### config.mk
export PLATFORM = sky130hd
export DESIGN_NAME = add_sum_accum
export DESIGN_NICKNAME = d
export VERILOG_FILES = /design/src/rtl/add_pkg.sv /design/src/rtl/add_valid_pipe.sv /design/src/rtl/add_sum_accum.sv
export SDC_FILE = /design/constraint.sdc
export NUM_CORES = 1
export LEC_CHECK = 0
export CAP_MARGIN = 20
export CORE_MARGIN = 3
export CORE_UTILIZATION = 35
export CTS_BUF_LIST = sky130_fd_sc_hd__clkbuf_4
export DETAILED_ROUTE_END_ITERATION = 6
export HOLD_SLACK_MARGIN = 0.12
export SETUP_SLACK_MARGIN = 0.1
export SLEW_MARGIN = 20
export SYNTH_ARGS = -nofsm -noshare
export SYNTH_HDL_FRONTEND = slang
export SYNTH_SLANG_ARGS = --single-unit
### constraint.sdc
create_clock -name clk -period 2.8 [get_ports clk]
set_input_delay 0.7 -clock clk [delete_from_list [all_inputs] [get_ports clk]]
set_output_delay 0.7 -clock clk [all_outputs]
set_load 0.005 [all_outputs]
### src/rtl/add_pkg.sv
// Shared definitions for the adder and its downstream sum accumulator.
//   ADD_WIDTH   : width of the adder sum output
//   ADD_LAT     : adder latency, operand issue to sum valid (cycles)
//   acc_state_e : accumulator state encoding (IDLE when the count is 0)
package add_pkg;

   localparam int ADD_WIDTH = 15;
   localparam int ADD_LAT   = 2;

   typedef enum logic {
      ACC_IDLE = 1'b0,
      ACC_RUN  = 1'b1
   } acc_state_e;

endpackage

### src/rtl/add_valid_pipe.sv
// Delays the operand-issue strobe by the adder latency so the strobe lines
// up with the sum it belongs to.
//   clk : rising-edge clock
//   rst : synchronous active-high reset
//   clr : synchronous clear of every in-flight strobe (input also dropped)
//   in  : operand-issue strobe
//   out : whole delay line; out[LAT-1] marks a valid sum, out[0] is newest
module add_valid_pipe #(
   parameter int LAT = 2
) (
   input  logic           clk,
   input  logic           rst,
   input  logic           clr,
   input  logic           in,
   output logic [LAT-1:0] out
);

   logic [LAT-1:0] vpipe_q;
   logic [LAT-1:0] vpipe_d;

   generate
      if (LAT == 1) begin : g_single
         assign vpipe_d = in;
      end else begin : g_shift
         assign vpipe_d = {vpipe_q[LAT-2:0], in};
      end
   endgenerate

   always_ff @(posedge clk) begin
      if (rst || clr) begin
         vpipe_q <= '0;
      end else begin
         vpipe_q <= vpipe_d;
      end
   end

   assign out = vpipe_q;

endmodule

### src/rtl/add_sum_accum.sv
// Accumulates COUNT consecutive valid adder sums into one block result,
// tracks carries out of the accumulator, and presents the result on a
// valid/ready port.  A result completing while the port is still full is
// dropped and recorded in the sticky overrun flag; the adder is never stalled.
//   clk, rst   : clock, synchronous active-high reset
//   op_valid   : operands issued to the adder this cycle
//   sum        : adder sum, sampled only when its delayed strobe is set
//   flush      : drop the partial block and every in-flight strobe
//   out_ready  : downstream accepts the result
//   out_valid  : block result available
//   out_acc    : block result (mod 2^ACC_WIDTH)
//   out_ovf    : a carry out of ACC_WIDTH occurred within the block
//   overrun    : sticky, a completed block was dropped
//   busy       : partial block in progress or a strobe in flight
module add_sum_accum
   import add_pkg::*;
#(
   parameter int WIDTH     = ADD_WIDTH,
   parameter int LAT       = ADD_LAT,
   parameter int COUNT     = 4,
   parameter int ACC_WIDTH = 16
) (
   input  logic                 clk,
   input  logic                 rst,
   input  logic                 op_valid,
   input  logic [WIDTH-1:0]     sum,
   input  logic                 flush,
   input  logic                 out_ready,
   output logic                 out_valid,
   output logic [ACC_WIDTH-1:0] out_acc,
   output logic                 out_ovf,
   output logic                 overrun,
   output logic                 busy
);

   localparam int CNT_W = $clog2(COUNT);
   localparam logic [CNT_W-1:0] CNT_LAST = CNT_W'(COUNT - 1);

   // Returns {carry, a + b} so the carry out of the accumulator is explicit.
   function automatic logic [ACC_WIDTH:0] acc_add(input logic [ACC_WIDTH-1:0] a,
                                                  input logic [ACC_WIDTH-1:0] b);
      acc_add = {1'b0, a} + {1'b0, b};
   endfunction

   logic [LAT-1:0]       vpipe;
   logic                 sum_valid;

   logic [CNT_W-1:0]     cnt_q,       cnt_d;
   logic [ACC_WIDTH-1:0] acc_q,       acc_d;
   logic                 acc_ovf_q,   acc_ovf_d;
   logic                 out_valid_q, out_valid_d;
   logic [ACC_WIDTH-1:0] out_acc_q,   out_acc_d;
   logic                 out_ovf_q,   out_ovf_d;
   logic                 overrun_q,   overrun_d;

   acc_state_e           state;
   logic [ACC_WIDTH-1:0] sum_ext;
   logic [ACC_WIDTH:0]   add_res;
   logic                 done;

   add_valid_pipe #(.LAT(LAT)) u_vpipe (
      .clk (clk),
      .rst (rst),
      .clr (flush),
      .in  (op_valid),
      .out (vpipe)
   );

   assign sum_valid = vpipe[LAT-1];
   assign state     = (cnt_q == '0) ? ACC_IDLE : ACC_RUN;
   assign sum_ext   = ACC_WIDTH'(sum);
   assign add_res   = acc_add(acc_q, sum_ext);

   // Accumulator: advances only on a valid sum; flush discards the block.
   always_comb begin
      cnt_d     = cnt_q;
      acc_d     = acc_q;
      acc_ovf_d = acc_ovf_q;
      done      = 1'b0;
      if (flush) begin
         cnt_d     = '0;
         acc_d     = '0;
         acc_ovf_d = 1'b0;
      end else if (sum_valid) begin
         case (state)
            ACC_IDLE: begin
               acc_d     = sum_ext;
               acc_ovf_d = 1'b0;
               cnt_d     = CNT_W'(1);
            end
            default: begin
               if (cnt_q == CNT_LAST) begin
                  done      = 1'b1;
                  cnt_d     = '0;
                  acc_d     = '0;
                  acc_ovf_d = 1'b0;
               end else begin
                  acc_d     = add_res[ACC_WIDTH-1:0];
                  acc_ovf_d = acc_ovf_q | add_res[ACC_WIDTH];
                  cnt_d     = cnt_q + CNT_W'(1);
               end
            end
         endcase
      end
   end

   // Output register: a completion may reuse the slot being accepted this
   // cycle; otherwise a completion into a full slot is dropped.
   always_comb begin
      out_valid_d = out_valid_q;
      out_acc_d   = out_acc_q;
      out_ovf_d   = out_ovf_q;
      overrun_d   = overrun_q;
      if (done) begin
         if (!out_valid_q || out_ready) begin
            out_valid_d = 1'b1;
            out_acc_d   = add_res[ACC_WIDTH-1:0];
            out_ovf_d   = acc_ovf_q | add_res[ACC_WIDTH];
         end else begin
            overrun_d   = 1'b1;
         end
      end else if (out_valid_q && out_ready) begin
         out_valid_d = 1'b0;
      end
   end

   always_ff @(posedge clk) begin
      if (rst) begin
         cnt_q       <= '0;
         acc_q       <= '0;
         acc_ovf_q   <= 1'b0;
         out_valid_q <= 1'b0;
         out_acc_q   <= '0;
         out_ovf_q   <= 1'b0;
         overrun_q   <= 1'b0;
      end else begin
         cnt_q       <= cnt_d;
         acc_q       <= acc_d;
         acc_ovf_q   <= acc_ovf_d;
         out_valid_q <= out_valid_d;
         out_acc_q   <= out_acc_d;
         out_ovf_q   <= out_ovf_d;
         overrun_q   <= overrun_d;
      end
   end

   assign out_valid = out_valid_q;
   assign out_acc   = out_acc_q;
   assign out_ovf   = out_ovf_q;
   assign overrun   = overrun_q;
   assign busy      = (cnt_q != '0) | (|vpipe);

endmodule

**Word-level counts from Yosys, hierarchy flattened**

Index checks and enable logic that the tools add are counted.

- Bits in registers: 40
- Latch bits: 0
- Bits in writable memories: 0
- Bits in read-only memories: 0
- Input port bits: 20
- Output and inout port bits: 20
- Logic and storage cells: 40
- Memories kept: 0

- Add/subtract/negate cells: 2
- Multipliers: 0
- Div/mod/pow operators: 0
- Order comparisons: 0
- Equality and inequality tests: 2
- Shift-type cells: 0
- Multiplexer cells: 13
- Bitwise logic cells: 3
- Reduce and logical (&&, ||, !) cells: 12

Operators by type and width:

| operator | number |
|---|---|
| 16-bit two-way mux | 2 |
| 16-bit by 15-bit adder with 17-bit output | 1 |
| 1-bit two-way mux | 9 |
| 2-bit AND reduction | 3 |
| 2-bit two-way mux | 2 |
| 2-bit nonzero test | 2 |
| 2-bit OR reduction | 2 |
| 2-bit by 1-bit adder with 2-bit output, second input constant | 1 |
| 2-bit equality test, second input constant | 1 |
| 2-bit zero test | 1 |
| 1-bit logical OR | 2 |
| 2-bit by 1-bit != test with 1-bit output, second input constant | 1 |
| 1-bit bitwise OR | 2 |
| 1-bit logical AND | 1 |
| 1-bit zero test | 1 |
| 1-bit inverter | 1 |

**Depth between registers and ports, before layout**

- Depth in word-level cells: 7
- Gate-level depth with buffers: 8
- Mapped depth without buffers: 8

**By module**

A second synthesis with hierarchy kept.

- Cell total of the unflattened synthesis: 302
- Area total of the unflattened synthesis: 2,441.1 um2

Modules (own cells, without submodules):

| module | times used | cells an instance | area each (um2) | seq. area each (um2) |
|---|---|---|---|---|
| add_sum_accum | 1 | 298 | 2,386.0 | 760.7 |
| add_valid_pipe | 1 | 4 | 55.1 | 40.0 |

**Least setup slack after synthesis**

Ideal clock, no wire load.

- Kind: input port to flip-flop
- From: input sum[0]
- To: register out_acc_q[14], in the netlist out_acc[14]
- Library setup time: 0.062 ns
- Arrival: 2.662 ns
- Required time: 2.738 ns
- Slack: 0.075 ns
- Cell stages on the path: 8
- Path buffers: 0
- Cells stage by stage: ha_1 > fa_1 > a211oi_1 > o21a_1 > or3_4 > a311oi_4 > or4_1 > nand3_1

- Word-level cells in the longest chain between the ends: 1

RTL lines:

| what | RTL line | RTL |
|---|---|---|
| from (decl) | add_sum_accum.sv:26 | `input logic [WIDTH-1:0] sum,` |
| 16-bit by 15-bit adder with 17-bit output | add_sum_accum.sv:42 | `acc_add = {1'b0, a} + {1'b0, b};` |
| to (signal assigned) | add_sum_accum.sv:141 | `out_acc_q <= out_acc_d;` |
| to (decl) | add_sum_accum.sv:52 | `logic [ACC_WIDTH-1:0] out_acc_q, out_acc_d;` |

No other way between the ends.
A chain may end at the register's enable or synchronous reset.

**Worst setup path after layout**

- From: input sum[3]
- To: register acc_q[12]

- Word-level cells in the longest chain between the ends: 3

RTL lines:

| what | RTL line | RTL |
|---|---|---|
| 16-bit by 15-bit adder with 17-bit output | add_sum_accum.sv:42 |  |
| 16-bit two-way mux | add_sum_accum.sv:92 | `if (cnt_q == CNT_LAST) begin` |
| 16-bit two-way mux | add_sum_accum.sv:85 | `case (state)` |
| to (signal assigned) | add_sum_accum.sv:130 | `acc_q <= '0;` |
| to (signal assigned) | add_sum_accum.sv:138 | `acc_q <= acc_d;` |
| to (decl) | add_sum_accum.sv:49 | `logic [ACC_WIDTH-1:0] acc_q, acc_d;` |

No other way between the ends.

==> flow_metrics.py <==
metrics = {
    "grt": {
        "grt_pass1_vias": 2341,
        "grt_max_degree": 40,
        "grtUsageTotal_pct": 17.8,
        "grt-ovfl-total": 0,
        "antenna_found_initial": 0,
        "grt_pass1_wl_um": 11200,
    },
    "finish": {
        "num-nets-final": 417,
        "layout_commonest_cell": "buf_4",
        "stdcell_count": 456,
        "n_antenna_cell": 0,
        "fin_util_pct": 51.0,
        "drive_above_1_share_pct": 17.7,
        "layout_common_cells": "buf_4 (45), dfxtp_1 (40), clkdlybuf4s50_1 (37)",
        "synthToLayoutAreaGrowth_pct": 36.6,
    },
    "synth": {
        "synth-async-reset-ratio_pct": 0,
        "yosys_warnings": 0,
        "synth_fp_nets": 341,
        "synth_area_per_cell_um2": 8.07,
        "synth_edf_count": 0,
        "synth_area_um2": 2440,
        "syn_inst": 302,
        "synthFlopType": "dfxtp_1",
        "ys_seq_area_share_pct": 32.8,
        "ys_types": 50,
        "synth_seq_cells": 40,
    },
    "setup_path": {
        "r2r-end": "acc_q[12]$_SDFFE_PP0P_",
        "rrSetupSlack_ns": 0.57,
        "cp_slowest_cell": "clkdlybuf4s50_1",
        "crit_required_ns": 3.10,
        "cpPeakStageDelay_ns": 0.43,
        "r2r-start": "acc_q[0]$_SDFFE_PP0P_",
        "reg2reg_depth": 8,
        "cp-end-kind": "flop",
        "crit_type": "in2reg",
        "worstPathCellList": "clkdlybuf4s50_1, ha_1, o21ai_0, o21a_1, or3_4, and4_1, or3_1, a31oi_1",
        "cp_max_fo": 4,
        "start_kind": "input pin",
        "arrival_ns": 2.90,
        "cp_top_family": "simple AND/OR/NAND/NOR gates",
        "critPathBufInv": 1,
    },
    "min_path": {
        "worst_hold_path.endpoint": "u_vpipe.out[1]$_SDFF_PP0_",
        "hold_start": "u_vpipe.out[0]$_SDFF_PP0_",
        "hold_class": "reg2reg",
        "hold_path_depth": 1,
    },
    "status": {
        "status": "complete, no violations",
    },
    "sta": {
        "finalMaxSlewViolations": 0,
        "min_period_ns": 2.60,
        "finClkSkew_ns": 0.0183,
        "clock.fmax_mhz": 384,
        "hold_viol": 0,
        "worstMarginPinSlew_ns": 0.441,
        "relSlewSlack_pct": 70.5,
        "setup_viol": 0,
        "rsz0062_at_grt": "no",
        "whs_ns": 0.465,
        "fin_crit_sh_pct": 92.9,
    },
    "placed_design": {
        "port_buffers": 39,
        "placed_cells": 446,
        "dpl.hpwl_um": 5120,
        "place.gp.congestion": 0.860,
    },
    "cts": {
        "cts_hold_buf": 0,
        "clk_latency_ns": 0.36,
        "cts_buffer_depth": 2,
        "cts.htree.levels": 2,
        "clk_pin_slew_ns": 0.13,
        "clock-root-buffer": "clkbuf_4",
        "numCtsBuffers": 5,
        "clock_sinks": 40,
        "cts_tree": "yes",
    },
    "drt": {
        "first_pass_iters": 5,
        "ant_nets": 0,
        "via_per_inst": 5.38,
        "vias": 2452,
        "drc": 0,
        "drt_iter0_markers": 153,
        "wire_per_inst_um": 15.0,
        "drt_wl_total_um": 6850,
    },
    "floorplanning": {
        "initial_utilization_pct": 37.3,
        "die_h_um": 89.5,
        "rows": 29,
        "die_area_um2": 8000,
        "core_um2": 6530,
        "io_pins": 40,
        "die_x_um": 89.5,
    },
    "power_and_ir_drop": {
        "leakage_nw": 1.38,
        "power_density_nw_per_um2": 338,
        "peakVddDrop_uv": 183,
    },
    "job": {
        "cap_violations": 0,
    },
}
worst reg2reg max path, stage by stage (launching register included):
cell and delay, ns:
dfxtp_1 0.40, ha_4 0.17, fa_2 0.21, a211oi_2 0.07, o21a_1 0.22, or3_4 0.43, and4_1 0.22, or3_1 0.31
a31oi_1 0.17
registers in the layout, summed over array words and instances (netlist names):
name and count:
acc_ovf_q 1, acc_q 16, cnt_q 2, out_acc 16
out_ovf 1, out_valid 1, overrun 1, u_vpipe.out 2
cell type report:
cell class | count | area, um^2
Sequential cell | 40 | 801
Inverter | 7 | 26.3
Clock inverter | 2 | 35.0
Multi-Input combinational cell | 240 | 1590
Timing Repair Buffer | 84 | 733
Clock buffer | 6 | 45.0
Fill cell | 640 | 3200
Tap cell | 77 | 96.3
repair_timing:
item	CTS	global route
setup buffers	1	1
gates resized for setup	2	7
pin swaps	3	8
endpoints found under the setup margin	6	13
metrics by stage:
stage / area (um^2) / TNS, ns / power (mW) / setup slack, ns
after floorplan: 2440 / 0 / 0.656 / 0.120
after global placement: 3200 / -4.43 / 0.735 / -0.377
after detailed placement: 3200 / -4.74 / 0.735 / -0.385
after CTS: 3290 / 0 / 1.13 / 0.106
after global routing: 3330 / 0 / 1.17 / 0.105
final: 3330 / 0 / 1.13 / 0.198
routing by layer:
layer | GRT usage, % | share of wire [%] | wire length, um
met3 | 2.76 | 4.3 | 296
met2 | 29.3 | 44 | 3030
met4 | 4.74 | 1.3 | 86
met1 | 24.4 | 50 | 3440
met5 | 0 | 0 | 0
cells by family after synthesis:
family / synth area share [%]
xor+xnor: 1.80
simple gates: 21.8
flops: 32.8
compound gates: 27.1
mux: 2.92
buf+inv: 3.44
fa+ha+maj: 10.1
power by group:
part           internal [mW]  switching, mW  leakage (nW)
registers              0.572        0.00143         0.322
clock network          0.197          0.201        0.0456
logic                 0.0791         0.0746          1.02
how the worst max path moves through the flow:
| stage | slack [ns] | to | cells after the start | startpoint |
|---|---|---|---|---|
| 6_report | 0.20 | acc_q[12]$_SDFFE_PP0P_ | 8 | sum[3] |
| 5_1_grt | 0.10 | acc_q[14]$_SDFFE_PP0P_ | 9 | sum[3] |
| 4_1_cts | 0.11 | out_acc[15]$_SDFFE_PP0P_ | 8 | sum[1] |
| 3_5_place_dp | -0.39 | out_acc[14]$_SDFFE_PP0P_ | 9 | sum[0] |
| 3_3_place_gp | -0.38 | out_acc[14]$_SDFFE_PP0P_ | 9 | sum[0] |
| 2_1_floorplan | 0.12 | out_acc[14]$_SDFFE_PP0P_ | 8 | sum[0] |
synth_stat cells (all sizes together) (2+ instances only):
cell type | n | area [um^2]
dfxtp | 40 | 801
and4 | 2 | 17.5
clkbuf | 14 | 52.6
and3 | 3 | 18.8
nor4b | 2 | 17.5
nand3 | 10 | 50.1
ha | 18 | 225
mux2i | 6 | 60.1
nor3 | 11 | 55.1
nor2b | 2 | 12.5
a21boi | 2 | 15.0
a31oi | 3 | 18.8
and2 | 4 | 25.0
a211oi | 9 | 67.6
or3 | 4 | 30.0
o21ai | 29 | 149
o211ai | 4 | 30.0
xnor2 | 3 | 26.3
nor2 | 28 | 105
or2 | 3 | 18.8
nand2 | 28 | 105
o21bai | 3 | 22.5
xor2 | 2 | 17.5
inv | 7 | 26.3
a22oi | 7 | 52.6
nand3b | 3 | 22.5
o211a | 2 | 20.0
nor3b | 3 | 22.5
a21o | 4 | 30.0
a311oi | 2 | 35.0
a21oi | 28 | 140
Note: power is estimated with default switching activity, not from simulation.
==> patch, RTL diff (config.mk and constraints unchanged) <==
Change the parameter `ACC_WIDTH` from 16 to 32.
--- a/src/rtl/add_sum_accum.sv
+++ b/src/rtl/add_sum_accum.sv
@@ -18,7 +18,7 @@
    parameter int WIDTH     = ADD_WIDTH,
    parameter int LAT       = ADD_LAT,
    parameter int COUNT     = 4,
-   parameter int ACC_WIDTH = 16
+   parameter int ACC_WIDTH = 32
 ) (
    input  logic                 clk,
    input  logic                 rst,
Interface: changed (resized out_acc); port bits go from 40 to 56. No check against the original RTL was run, so the function may have changed too.
==> patch against the original RTL <==
- synthesized cell count up 65%
- setup slack worse by 0.016 ns
- sequential share of layout area increased by 2.6 points
- count of clock-buffer cells in the layout is 3 higher
- routed wire length grew 74%
- synthesized area increased by 63%
- critical path depth grew 2
- power rose by 70%
- final area increased by 62%
- sequential cell count rose by 32
- register-to-register slack worse by 0.20 ns
- combinational power is 25% higher
==> patch: results (changes against the original RTL) <==
syn_area_per_cell=8.02 µm² (-0.73%); P_clk=0.000690 W (+73%); Placed Cells=712 (+60%); gr usage total=18.6% (+0.72 points); crit path launch=sum[8]; clk_skew=0.0205 ns (+0.00221 ns); mux share of post-synthesis cell area=0.251% (-2.7 points); flop2flop setup slack=0.37 ns (-0.20 ns); Layout Nets=627 (+50%); slowest cell delay on critical path=0.47 ns (+0.04 ns); Leak=2.03 nW (+47%); met2 Use GR=27.6% (-1.6 points); worst-path fanout max=8 (+4); hold path depth=2 (+1); sequential fraction of the synthesis area=36.2% (+3.3 points); share of cells above drive strength 1=19.1% (+1.4 points); largest vdd supply drop=0.190 mV (+3.8%); H-tree levels=3 (+1); global-route wire length before repair=19.2 mm (+72%); Synth area leaders=dfxtp_1 (36%), a21oi_1 (8.0%), ha_1 (5.7%); sequential power share=53.8% (+2.9 points); Worst Setup EP=acc_q[18]$_SDFFE_PP0P_; Clock Latency Late Sink=0.45 ns (+0.09 ns); vias post-DR=4066 (+66%); status=finished clean; worst r2r dst=acc_q[27]$_SDFFE_PP0P_
patch: cell count changes after synthesis, moves of 10 or more:
cell      unedited run  this run
a21oi_1             28        64
clkbuf_1            14        25
dfxtp_1             40        72
nand2_1             28        56
nand3_1             10        22
nor2_1              28        41
or3_1                3        13
xor2_1               2        19
patch: timing repair:
item	CTS	global route
pin swaps	9	12
setup endpoints to repair	23	30
gates cloned	1	0
setup buffers	4	0
gates resized for setup	11	23
patch: cell type report:
cell class	instances	area, µm²	area share (%)
multi-input combinational	382	2560	47.4
sequential	72	1440	26.7
timing repair buffer	115	1060	19.6
tap	140	175	3.24
clock inverter	7	72.6	1.34
clock buffer	9	67.6	1.25
inverter	8	30.0	0.556
patch: cells by family (layout without fill, tap and decap cells):
group,after synthesis,after routing
compound gates,164,164
xor+xnor,24,24
flops,72,72
mux,1,1
fa+ha+maj,19,19
buf+inv,43,139
simple gates,174,174
